**src/rtl/uart_alu_intf_pkg.sv**
```systemverilog
// Shared definitions for the UART-fed ALU: widths, opcodes and FSM encoding.
package uart_alu_intf_pkg;

  localparam int unsigned DBIT_DEF  = 8;
  localparam int unsigned NB_OP_DEF = 6;

  // Opcodes, taken from the low NB_OP bits of the received opcode byte
  localparam logic [NB_OP_DEF-1:0] OP_ADD = 6'h20;
  localparam logic [NB_OP_DEF-1:0] OP_SUB = 6'h22;
  localparam logic [NB_OP_DEF-1:0] OP_AND = 6'h24;
  localparam logic [NB_OP_DEF-1:0] OP_OR  = 6'h25;
  localparam logic [NB_OP_DEF-1:0] OP_XOR = 6'h26;
  localparam logic [NB_OP_DEF-1:0] OP_NOR = 6'h27;
  localparam logic [NB_OP_DEF-1:0] OP_SRA = 6'h03;
  localparam logic [NB_OP_DEF-1:0] OP_SRL = 6'h02;

  typedef enum logic [2:0] {
    ST_GET_A  = 3'd0,
    ST_GET_B  = 3'd1,
    ST_GET_OP = 3'd2,
    ST_CALC   = 3'd3,
    ST_SEND   = 3'd4
  } state_t;

  // True in the states that consume a byte from the RX FIFO
  function automatic logic is_get_state(input state_t s);
    return (s == ST_GET_A) || (s == ST_GET_B) || (s == ST_GET_OP);
  endfunction

endpackage

```
**src/rtl/uart_alu_intf_alu.sv**
```systemverilog
// Combinational ALU: eight operations, flags unsupported opcodes.
module uart_alu_intf_alu
  import uart_alu_intf_pkg::*;
#(
  parameter int unsigned DBIT  = DBIT_DEF,
  parameter int unsigned NB_OP = NB_OP_DEF
) (
  input  logic [DBIT-1:0]  a,
  input  logic [DBIT-1:0]  b,
  input  logic [NB_OP-1:0] op,
  output logic [DBIT-1:0]  result,
  output logic             invalid
);

  // Operation decode; shifts by B >= DBIT saturate to sign fill / zero by operator semantics
  always_comb begin
    result  = '0;
    invalid = 1'b0;
    case (op)
      NB_OP'(OP_ADD): result = a + b;
      NB_OP'(OP_SUB): result = a - b;
      NB_OP'(OP_AND): result = a & b;
      NB_OP'(OP_OR):  result = a | b;
      NB_OP'(OP_XOR): result = a ^ b;
      NB_OP'(OP_NOR): result = ~(a | b);
      NB_OP'(OP_SRA): result = $signed(a) >>> b;
      NB_OP'(OP_SRL): result = a >> b;
      default: begin
        result  = '0;
        invalid = 1'b1;
      end
    endcase
  end

endmodule

```
**src/rtl/uart_alu_intf.sv**
```systemverilog
// Glue between a UART RX/TX FIFO pair and the ALU: pops A, B, OP, computes, pushes result.
module uart_alu_intf
  import uart_alu_intf_pkg::*;
#(
  parameter int unsigned DBIT  = DBIT_DEF,
  parameter int unsigned NB_OP = NB_OP_DEF
) (
  input  logic            clk,
  input  logic            reset,
  input  logic [DBIT-1:0] r_data,
  input  logic            rx_empty,
  output logic            rd_uart,
  input  logic            tx_full,
  output logic            wr_uart,
  output logic [DBIT-1:0] w_data,
  output logic            op_error,
  output logic            busy
);

  state_t            state;
  state_t            state_next;
  logic              rd_q;
  logic              busy_q;
  logic              pop_ok;
  logic              ld_a;
  logic              ld_b;
  logic              ld_op;
  logic              ld_res;
  logic [DBIT-1:0]   a_q;
  logic [DBIT-1:0]   b_q;
  logic [NB_OP-1:0]  op_q;
  logic [DBIT-1:0]  result_q;
  logic             op_error_q;
  logic [DBIT-1:0]  alu_result;
  logic             alu_invalid;

  // A pop is allowed out of reset, with data present, and never right after another pop
  assign pop_ok = reset & ~rx_empty & ~rd_q & is_get_state(state);

  // State register, pop history and registered busy flag
  always_ff @(posedge clk or negedge reset) begin
    if (!reset) begin
      state  <= ST_GET_A;
      rd_q   <= 1'b0;
      busy_q <= 1'b0;
    end else begin
      state  <= state_next;
      rd_q   <= rd_uart;
      busy_q <= (state_next != ST_GET_A);
    end
  end

  // Next-state logic
  always_comb begin
    state_next = state;
    case (state)
      ST_GET_A:  if (pop_ok) state_next = ST_GET_B;
      ST_GET_B:  if (pop_ok) state_next = ST_GET_OP;
      ST_GET_OP: if (pop_ok) state_next = ST_CALC;
      ST_CALC:   state_next = ST_SEND;
      ST_SEND:   if (!tx_full) state_next = ST_GET_A;
      default:   state_next = ST_GET_A;
    endcase
  end

  // FIFO handshakes and register load enables
  always_comb begin
    rd_uart = 1'b0;
    wr_uart = 1'b0;
    ld_a    = 1'b0;
    ld_b    = 1'b0;
    ld_op   = 1'b0;
    ld_res  = 1'b0;
    case (state)
      ST_GET_A: begin
        rd_uart = pop_ok;
        ld_a    = pop_ok;
      end
      ST_GET_B: begin
        rd_uart = pop_ok;
        ld_b    = pop_ok;
      end
      ST_GET_OP: begin
        rd_uart = pop_ok;
        ld_op   = pop_ok;
      end
      ST_CALC:  ld_res  = 1'b1;
      ST_SEND:  wr_uart = ~tx_full;
      default: ;
    endcase
  end

  // Operand, opcode and result registers
  always_ff @(posedge clk or negedge reset) begin
    if (!reset) begin
      a_q        <= '0;
      b_q        <= '0;
      op_q       <= '0;
      result_q   <= '0;
      op_error_q <= 1'b0;
    end else begin
      if (ld_a)  a_q  <= r_data;
      if (ld_b)  b_q  <= r_data;
      if (ld_op) op_q <= r_data[NB_OP-1:0];
      if (ld_res) begin
        result_q   <= alu_result;
        op_error_q <= alu_invalid;
      end
    end
  end

  uart_alu_intf_alu #(
    .DBIT  (DBIT),
    .NB_OP (NB_OP)
  ) u_alu (
    .a       (a_q),
    .b       (b_q),
    .op      (op_q),
    .result  (alu_result),
    .invalid (alu_invalid)
  );

  assign w_data   = result_q;
  assign op_error = op_error_q;
  assign busy     = busy_q;

endmodule

```
**config.mk**
```make
export PLATFORM = sky130hd
export DESIGN_NAME = uart_alu_intf
export DESIGN_NICKNAME = d
export VERILOG_FILES = /design/src/rtl/uart_alu_intf_pkg.sv /design/src/rtl/uart_alu_intf_alu.sv /design/src/rtl/uart_alu_intf.sv
export SDC_FILE = /design/constraint.sdc
export NUM_CORES = 1
export LEC_CHECK = 0
export ABC_AREA = 1
export CAP_MARGIN = 10
export CORE_MARGIN = 2
export CORE_UTILIZATION = 30
export CTS_CLUSTER_DIAMETER = 50
export DETAILED_ROUTE_END_ITERATION = 7
export HOLD_SLACK_MARGIN = 0.03
export MAX_ROUTING_LAYER = met4
export PLACE_DENSITY = 0.56
export SYNTH_ARGS = -nofsm -noshare
export SYNTH_HDL_FRONTEND = slang
export SYNTH_SLANG_ARGS = --single-unit
```
**constraint.sdc**
```tcl
create_clock -name clk -period 3 [get_ports clk]
set_input_delay 0.6 -clock clk [delete_from_list [all_inputs] [get_ports clk]]
set_output_delay 0.6 -clock clk [all_outputs]
set_load 0.03 [all_outputs]
```
# Yosys cells after proc, flatten, opt, wreduce, memory -nomap -nowiden
# Index checks and enable logic that the tools add are counted.
dict set report classes {
  n_mux 13
  shifts 2
  bitwise 10
  addsub 2
  eq_ne 12
  reduce_logical 6
}
# operator count
set op_table {}
lappend op_table {{8-bit one-hot mux with 8 select lines} 1}
lappend op_table {{6-bit == test (second input constant)} 6}
lappend op_table {{3-bit one-hot mux with 5 select lines} 1}
lappend op_table {{6-bit by 2-bit == test with 1-bit output (second input constant)} 2}
lappend op_table {{3-bit 2-to-1 mux} 4}
lappend op_table {{8-bit adder} 1}
lappend op_table {{8-bit AND} 1}
lappend op_table {{8-bit inverter} 1}
lappend op_table {{8-bit bitwise OR} 1}
lappend op_table {{8-bit OR reduction} 1}
lappend op_table {{8-bit by 8-bit >> shifter with 8-bit output} 1}
lappend op_table {{8-bit by 8-bit >>> shifter with 8-bit output} 1}
lappend op_table {{8-bit subtractor} 1}
lappend op_table {{8-bit bitwise XOR} 1}
lappend op_table {{1-bit 2-to-1 mux} 7}
lappend op_table {{3-bit by 2-bit == test with 1-bit output (second input constant)} 2}
lappend op_table {{1-bit AND} 3}
lappend op_table {{3-bit by 1-bit == test with 1-bit output (second input constant)} 1}
lappend op_table {{3-bit == test (second input constant)} 1}
lappend op_table {{3-bit logical NOT} 1}
lappend op_table {{1-bit inverter} 3}
lappend op_table {{3-bit nonzero test} 1}
lappend op_table {{3-bit OR reduction} 1}
lappend op_table {{1-bit logical OR} 2}
dict set report word_totals {
  out_inout_bits 12
  register_bits 36
  inputBits 12
}

# Longest topological paths before layout
# Gate-level depths: netlist (run 1).
dict set report logic_depth {
  depth_word 7
  mapped_depth 18
  ltp_nobuf 18
}

# Hierarchy
# A second synthesis (run 1) with hierarchy kept.
dict set report hier_totals {
  hier_cells 457
  area_unflattened_um2 3234.4
}
# mod area_per_inst_um2 n_inst cells_per_inst
set modules_own_cells {}
lappend modules_own_cells {uart_alu_intf_alu 1717.9 1 307}
lappend modules_own_cells {uart_alu_intf 1516.5 1 150}

# Worst setup path before layout (run 1)
# Ideal clock, no wire load.
dict set report synth_path {
  path_kind {flip-flop to flip-flop}
  start {register b_q[0]}
  end {register result_q[6] (netlist: w_data[6])}
  stages_incl_launch_ff 17
  t_arrival_ps 2312
  setup_slack_ps 571
  period_less_slack_ps 2429
  cell_sequence {dfrtp_1 -> clkbuf_8 -> inv_2 -> ha_1 -> inv_1 -> o31ai_1 -> xor2_1 -> ha_1 -> nand2_1 -> inv_1 -> nand2_1 -> nand3_1 -> or2_2 -> nand3_1 -> nand3_1 -> nand2_1 -> nand2_1}
}
dict set report synth_via {
  elab_chain_len 2
}
# item line_no
set synth_rtl {}
lappend synth_rtl {{from (decl)} uart_alu_intf.sv:30} ;# logic [DBIT-1:0] b_q;
lappend synth_rtl {{from (signal assigned)} uart_alu_intf.sv:103} ;# if (ld_b) b_q <= r_data;
lappend synth_rtl {{8-bit subtractor (tied with other cells)} uart_alu_intf_alu.sv:21} ;# NB_OP'(OP_SUB): result = a - b;
lappend synth_rtl {{8-bit one-hot mux with 8 select lines *} uart_alu_intf_alu.sv:19} ;# case (op)
lappend synth_rtl {{to (signal assigned)} uart_alu_intf.sv:106} ;# result_q <= alu_result;
lappend synth_rtl {{to (decl)} uart_alu_intf.sv:32} ;# logic [DBIT-1:0] result_q;
# Every way passes the cells marked *; elsewhere a longest branch is shown, timed or not.
# A chain may end at the register's enable or synchronous reset.

# Worst setup path in the final report (run 1)
dict set report layout_path {
  start {register b_q[1]}
  end {register result_q[7] (netlist: w_data[7])}
}
# The elaborated chain is that of the path after synthesis.

==> results of run 1 <==
[layer usage]
layer / wire [um] / GRT usage / share of wire
met5: 0 / - / 0
met4: 140 / 0.0467 / 0.016
met3: 313 / 0.0262 / 0.036
met2: 3960 / 0.267 / 0.46
met1: 4190 / 0.232 / 0.49
[synthesized netlist by cell type, types with 2 or more instances]
master	count	area share
nand2_1	146	0.18
inv_1	58	0.072
nand3_1	49	0.081
nor2_1	37	0.046
dfrtp_1	36	0.30
o21ai_0	32	0.053
ha_1	24	0.099
nand4_1	11	0.023
a21oi_1	6	0.0099
xor2_1	6	0.017
nor2_4	4	0.015
nor3_1	4	0.0066
inv_2	3	0.0037
nand2_2	3	0.0062
nor2_2	3	0.0062
o21ai_2	3	0.0086
buf_4	2	0.0049
buf_6	2	0.0074
clkbuf_1	2	0.0025
clkbuf_8	2	0.0090
o21bai_1	2	0.0049
o31ai_1	2	0.0049
or2_2	2	0.0041
[flip-flops by register name (all words and copies together), names as in the netlist]
signal	count
op_q	6
w_data	8
busy	1
state	3
b_q	8
op_error	1
rd_q	1
a_q	8
[worst paths after layout]
check | endpoint | cells past startpoint | startpoint | slack, ps
setup / recovery | w_data[7] | 15 | b_q[1] | 280
hold / removal | rd_q | 2 | reset | 350
setup reg to reg | w_data[7] | 15 | b_q[1] | 280
hold reg to reg | w_data[4] | 2 | w_data[4] | 490
max in group asynchronous | b_q[6] | 2 | reset | 2320
min in group clk | w_data[4] | 2 | w_data[4] | 490
[layout by cell type (no fill, tap or decap)]
cell             instances
a21o_1                   1
o21ai_2                  3
buf_4                    8
buf_2                    1
nor2_1                  37
o2111ai_1                1
nand2_2                  3
clkdlybuf4s50_1         21
fa_1                     1
nand2_1                146
or3_1                    1
o21bai_1                 2
nor3_1                   4
a21oi_1                  5
o21ai_0                 32
xor2_1                   6
nor3_2                   1
ha_1                    24
a21oi_2                  2
clkbuf_8                 6
nand2_4                  1
nor2_4                   5
nor2_2                   2
nand3_1                 49
xnor2_1                  1
dfrtp_1                 36
nand4_1                 11
inv_2                    3
o211ai_1                 1
nor3b_1                  1
or2_1                    1
clkinvlp_4               2
inv_1                   58
or2_2                    2
nor3_4                   1
o31ai_1                  2
o22ai_1                  1
[power by group through the flow]
stage / clock network [mW] / logic (mW) / registers [mW]
after floorplan: 0 / 1.83 / 0.969
after global placement: 0 / 2.57 / 0.964
after detailed placement: 0 / 2.56 / 0.964
after CTS: 0.393 / 2.58 / 0.956
after global routing: 0.414 / 2.94 / 0.996
final: 0.376 / 2.60 / 0.961
[cells by family after synthesis]
logic type / Yosys count
fa+ha+maj: 25
simple gates: 265
flops: 36
xor+xnor: 7
buf+inv: 69
compound gates: 50
[layout make-up]
| cell class | instances | area (um2) | share of cell area |
|---|---|---|---|
| Sequential cell | 36 | 901 | 0.256 |
| Tap cell | 133 | 166 | 0.0473 |
| Inverter | 61 | 229 | 0.0651 |
| Clock buffer | 6 | 82.6 | 0.0235 |
| Timing Repair Buffer | 30 | 275 | 0.0782 |
| Multi-Input combinational cell | 347 | 1850 | 0.526 |
| Clock inverter | 2 | 15.0 | 0.00427 |
[critical path, stage by stage, from the launching register on]
cell and delay, ps:
dfrtp_1 540, inv_2 110, ha_1 140, inv_1 50, o31ai_1 360, xor2_1 190
ha_1 310, a21oi_1 280, nor2_1 70, nor2_1 120, nand2_1 70, nand2_1 60
nand3_1 150, nand2_1 100, nand2_1 50, nand2_1 70
==> results by group, run 1 <==
Clock tree
  – Root Driver: clkbuf_8
  – Postcts setup bufs: 0
  – Clock latency at the later pin of the worst-skew pair: roughly 290 ps
  – Hold Buf Count CTS: 0
  – CTS H-tree lvls: 2
  – Worst-path clk slew: about 80 ps
  – Post-CTS sizing: 0
  – Clock Path Buffers: 2
  – Clock sink count: 36
  – TritonCTS clock tree: built
  – Inserted Clock Buffers: 5

Critical path
  – Worst-path maximum fanout: 8
  – Startpoint Class: flip-flop
  – CP Class: flip-flop to flip-flop
  – WP data arrival: roughly 3000 ps
  – CP Capture Type: flip-flop
  – CP required: approximately 3200 ps

Status
  – Outcome: completed

Power
  – Tot Pwr: 3.93 mW
  – Power density over the cells: between 1000 and 1500 nW/um2
  – Internal: 1.83 mW
  – Max VDD drop: approximately 0.00045 V
  – Static leakage: 1.87 nW
  – Switching share of power: 0.536
  – Seq pwr share: 0.244
  – Net Sw Power: approximately 2.1 mW
  – Power share of the combinational group: 0.660
  – Clock power share: 0.096

Route
  – Routed wire length: 8.61 mm
  – DR vias/cell: 4.76
  – Final ANT Viol Nets: 0
  – Post-route DRC: 0
  – Via Count: between 2k and 3k
  – 1st-pass router iterations: 5
  – WL per Instance: between 10 and 15 um
  – Detailed Route Iter0 Violations: 236

Synthesis
  – Average size of a mapped cell: around 6.7 um2
  – Mux share of post-synthesis cell area: 0
  – Post-Synth Adder-Cell Area: 0.105
  – Synth Cell Area: between 3000 and 4000 um2
  – Synth Register Bits: 36
  – Syn. warnings: 0
  – Synth Area in Simple Gates: 0.386
  – Asr flop ratio synth: 1.00
  – Synth Area in Compound Gates: 0.0938
  – Post-synthesis sequential area ratio: 0.296
  – EDFF count, synth: 0
  – Library cells used by synthesis: 36
  – Largest family of logic cells by synthesized area: simple AND/OR/NAND/NOR gates
  – Synth Flop Type: dfrtp_1
  – Cells after Synth: 452
  – XOR/XNOR Fraction of Synth Area: 0.0201
  – Net Count, Synth: between 400 and 500

Final layout
  – Layout Nets: approximately 520
  – Share of layout cells above drive strength 1: 0.0830
  – Fill cell count: 1,108
  – Post-Layout Cell Count: between 600 and 700
  – Final core utilization: 0.358
  – Antenna Cells: 0
  – Layout area overhead: 15.6%
  – Design area: about 3500 um2

Timing
  – # setup viols final: 0
  – Final Hold Vio Count: 0
  – RSZ-0062 raised after global routing: no
  – Period minus WS final: ~2700 ps
  – Period utilization: 0.908
  – Worst slew pin tran: about 530 ps
  – Fmax achieved: approximately 370 MHz
  – WHS: roughly 350 ps
  – Post-Route Setup TNS: 0 ps
  – Layout Skew: approximately 7.4 ps
  – Fin worst setup slack: 276 ps
  – Final Max Slew Viols: 0
  – Worst rel slew slack: 0.649

Die
  – Total die area: around 11,000 um2
  – Site Rows: 36
  – Die span in y: 105 um
  – IO Count: 24
  – Die X: ~100 um
  – Initial cell density of the core: 0.310
  – Core Area: roughly 9800 um2

Placed design
  – Buffers on Ports: 23
  – Pre-CTS setup slack: ~280 ps
  – Final HPWL DP: between 6 and 7 mm
  – Post-Place Cell Area: between 3000 and 4000 um2
  – Placed instance count: around 610
  – GPL Wtd Cong: around 1.0

Worst hold path
  – Hold crit path type: input port to async pin

Run
  – Max-Cap Viols: 0

Global routing
  – Pin count of the biggest net entering global routing: 37
  – GRT overflow: 0
  – Total GRT Usage: 0.171
  – Initial antenna violation count: 0
  – Vias in the first global route: 2,846
  – Global-route wire length before repair: roughly 15 mm
Note: power is estimated with default switching activity, not from simulation.
==> run 2: changes to the inputs <==
--- a/config.mk
+++ b/config.mk
@@ -11,6 +11,7 @@
 export CORE_UTILIZATION = 30
 export CTS_CLUSTER_DIAMETER = 50
 export DETAILED_ROUTE_END_ITERATION = 7
+export GPL_ROUTABILITY_DRIVEN = 0
 export HOLD_SLACK_MARGIN = 0.03
 export MAX_ROUTING_LAYER = met4
 export PLACE_DENSITY = 0.56
==> run 2 against run 1 <==
Net effect: wire length fell by 0.17%; critical endpoint is now w_data[4]; hold slack got worse by 1.3 ps; critical path depth rose by 2; flip-flop and latch count did not move; via count rose by 2.4%; count of clock-buffer cells in the layout fell by 1; sequential power rose by 1%; largest power group unchanged; final cell count fell by 0.33%.
==> results by group, run 2 (same netlist as run 1, synthesis figures left out) <==
Power
  – Internal: 1.86 mW (was 1.83 mW)
  – Power share of the combinational group: 0.646 (was 0.660)
  – Max VDD drop: 0.000334 V (was 0.000449 V)
  – Static leakage: 1.87 nW (about the same)
  – Switching share of power: 0.533 (was 0.536)
  – Net Sw Power: 2.12 mW (was 2.11 mW)
  – Clock power share: 0.109 (was 0.096)
  – Seq pwr share: 0.245 (was 0.244)
  – Power density over the cells: 1140 nW/um2 (was 1120 nW/um2)

Global routing
  – Met1 Use GR: 0.223 (was 0.232)
  – Vias in the first global route: 2,988 (was 2,846)
  – Met3 GRT Util: 0.0250 (was 0.0262)
  – Total GRT Usage: 0.173 (was 0.171)
  – Global-route wire length before repair: 14.8 mm (was 14.6 mm)
  – Pin count of the biggest net entering global routing: 37 (unchanged)
  – Met2 usage: 0.276 (was 0.267)
  – GRT busiest layer: met2 (unchanged)
  – Initial antenna violation count: 0 (unchanged)
  – GRT overflow: 0 (unchanged)

Final layout
  – Share of layout cells above drive strength 1: 0.0771 (was 0.0830)
  – Commonest non-fill, non-tap cell in the layout: nand2_1 (unchanged)
  – Layout area overhead: 15.3% (was 15.6%)
  – Most frequent cells in the layout: 146 x nand2_1, 58 x inv_1, 49 x nand3_1 (unchanged)
  – Layout Nets: 516 (was 518)
  – Antenna Cells: 0 (unchanged)

Clock tree
  – CTS H-tree lvls: 2 (unchanged)
  – Clock Path Buffers: 2 (unchanged)
  – Inserted Clock Buffers: 5 (unchanged)
  – Clock latency at the later pin of the worst-skew pair: 290 ps (about the same)
  – Clock sink count: 36 (unchanged)
  – Worst-path clk slew: 80 ps (about the same)
  – Post-CTS sizing: 0 (unchanged)
  – Postcts setup bufs: 0 (unchanged)
  – Root Driver: clkbuf_8 (unchanged)
  – Hold Buf Count CTS: 0 (unchanged)
  – TritonCTS clock tree: built (unchanged)

Run
  – Max-Cap Viols: 0 (unchanged)

Route
  – Detailed Route Iter0 Violations: 248 (was 236)
  – WL per Instance: 14.0 um (about the same)
  – 1st-pass router iterations: 5 (unchanged)
  – Via Count: 2,998 (was 2,929)
  – Final ANT Viol Nets: 0 (unchanged)
  – Post-route DRC: 0 (unchanged)
  – DR vias/cell: 4.89 (was 4.76)
  – Routed wire length: 8.60 mm (was 8.61 mm)

Critical path
  – Startpoint Class: flip-flop (unchanged)
  – Buffers & Inverters on Critical Path: 1 (was 2)
  – Crit path max-delay family: simple AND/OR/NAND/NOR gates (unchanged)
  – CP Class: flip-flop to flip-flop (unchanged)
  – Register-to-Register Path Depth: 17 (was 15)
  – CP peak stage delay: 460 ps (was 540 ps)
  – CP required: 3180 ps (was 3230 ps)
  – CP Capture Type: flip-flop (unchanged)
  – Levels on crit path: 17 (was 15)
  – WP data arrival: 2830 ps (was 2960 ps)
  – Worst-path maximum fanout: 9 (was 8)
  – Cells along the critical path: nor2_1, nand2_1, nor2_4, nand2_2, nor2_1, a21oi_1, fa_1, nand2_1, inv_1, o21ai_0, nand2_1, nor2_1, nor2_1, nor2_1, nand3_1, nand2_1, nand2_1 (was inv_2, ha_1, inv_1, o31ai_1, xor2_1, ha_1, a21oi_1, nor2_1, nor2_1, nand2_1, nand2_1, nand3_1, nand2_1, nand2_1, nand2_1)
  – Slowest-stage cell, CP: fa_1 (was dfrtp_1)

Timing
  – Period utilization: 0.882 (was 0.908)
  – Period minus WS final: 2650 ps (was 2720 ps)
  – Worst rel slew slack: 0.663 (was 0.649)
  – Layout Skew: 9.11 ps (was 7.39 ps)
  – Worst slew pin tran: 504 ps (was 526 ps)
  – Fin worst setup slack: 353 ps (was 276 ps)
  – RSZ-0062 raised after global routing: no (unchanged)
  – # setup viols final: 0 (unchanged)
  – Post-Route Setup TNS: 0 ps (unchanged)
  – Final Hold Vio Count: 0 (unchanged)
  – Fmax achieved: 378 MHz (was 367 MHz)
  – Final Max Slew Viols: 0 (unchanged)

Placed design
  – Final HPWL DP: 6.82 mm (was 6.93 mm)
  – Buffers on Ports: 23 (unchanged)
  – Pre-CTS setup slack: 382 ps (was 285 ps)

Status
  – Outcome: completed (unchanged)

Die
  – Die X: 105 um (unchanged)
  – Initial cell density of the core: 0.310 (unchanged)
  – Site Rows: 36 (unchanged)
  – Total die area: 11,000 um2 (unchanged)
  – Die span in y: 105 um (unchanged)
  – Core Area: 9820 um2 (unchanged)
  – IO Count: 24 (unchanged)

Worst hold path
  – Hold crit path type: input port to async pin (unchanged)
-- run 2: cell count changes in the layout (fill, tap and decap cells not counted) --
cell        delta
nor2_2         +1
clkbuf_8       -1
clkinvlp_4     -1
a21oi_2        -1
clkinv_2       +1
a21oi_1        +1
nor2_4         -1
buf_4          -2
bufinv_16      +1
-- run 2: path summary, 6_finish.rpt --
check | from | end | slack [ps]
min in group clk | w_data[0] | w_data[0] | 490
max in group asynchronous | reset | a_q[6] | 2320
min | reset | rd_q | 350
max | op_q[3] | w_data[4] | 350
min reg2reg | w_data[0] | w_data[0] | 490
max reg2reg | op_q[3] | w_data[4] | 350
-- run 2: final cells by class --
class / count / area, um2
Clock buffer: 5 / 68.8
Sequential cell: 36 / 901
Tap cell: 133 / 166
Inverter: 61 / 229
Fill cell: 1091 / 6310
Timing Repair Buffer: 28 / 260
Multi-Input combinational cell: 347 / 1840
Clock inverter: 3 / 42.5
-- run 2: layer usage --
metal | up-vias | part of all wire
met1 | 1381 | 0.47
met3 | 20 | 0.048
li1 | 1504 | -
met4 | 0 | 0.027
met2 | 93 | 0.46
met5 | - | 0
-- run 2: power by group through the flow --
| stage | Combinational, mW | Sequential [mW] | Clock, mW |
|---|---|---|---|
| 2_1_floorplan | 1.83 | 0.969 | 0 |
| 3_3_place_gp | 2.49 | 0.979 | 0 |
| 3_5_place_dp | 2.51 | 0.980 | 0 |
| 4_1_cts | 2.53 | 0.972 | 0.442 |
| 5_1_grt | 2.89 | 1.01 | 0.473 |
| 6_report | 2.57 | 0.975 | 0.435 |
-- run 2: per-stage QoR --
| stage | power, mW | hold WS [ps] | util | std cells | area [um2] |
|---|---|---|---|---|---|
| 2_1_floorplan | 2.80 | 304 | - | 452 | 3040 |
| 3_3_place_gp | 3.47 | 466 | 0.346 | 605 | 3400 |
| 3_5_place_dp | 3.49 | 469 | 0.346 | 605 | 3400 |
| 4_1_cts | 3.95 | 367 | 0.357 | 613 | 3510 |
| 5_1_grt | 4.37 | 400 | 0.357 | 613 | 3510 |
| 6_report | 3.98 | 351 | 0.357 | 613 | 3510 |
-- run 2: worst reg2reg max path, stage by stage (launching register included) --
cell and delay [ps]:
dfrtp_1 390, nor2_1 190, nand2_1 120, nor2_4 110
nand2_2 130, nor2_1 120, a21oi_1 90, fa_1 460
nand2_1 80, inv_1 60, o21ai_0 150, nand2_1 80
nor2_1 90, nor2_1 60, nor2_1 150, nand3_1 110
nand2_1 80, nand2_1 50
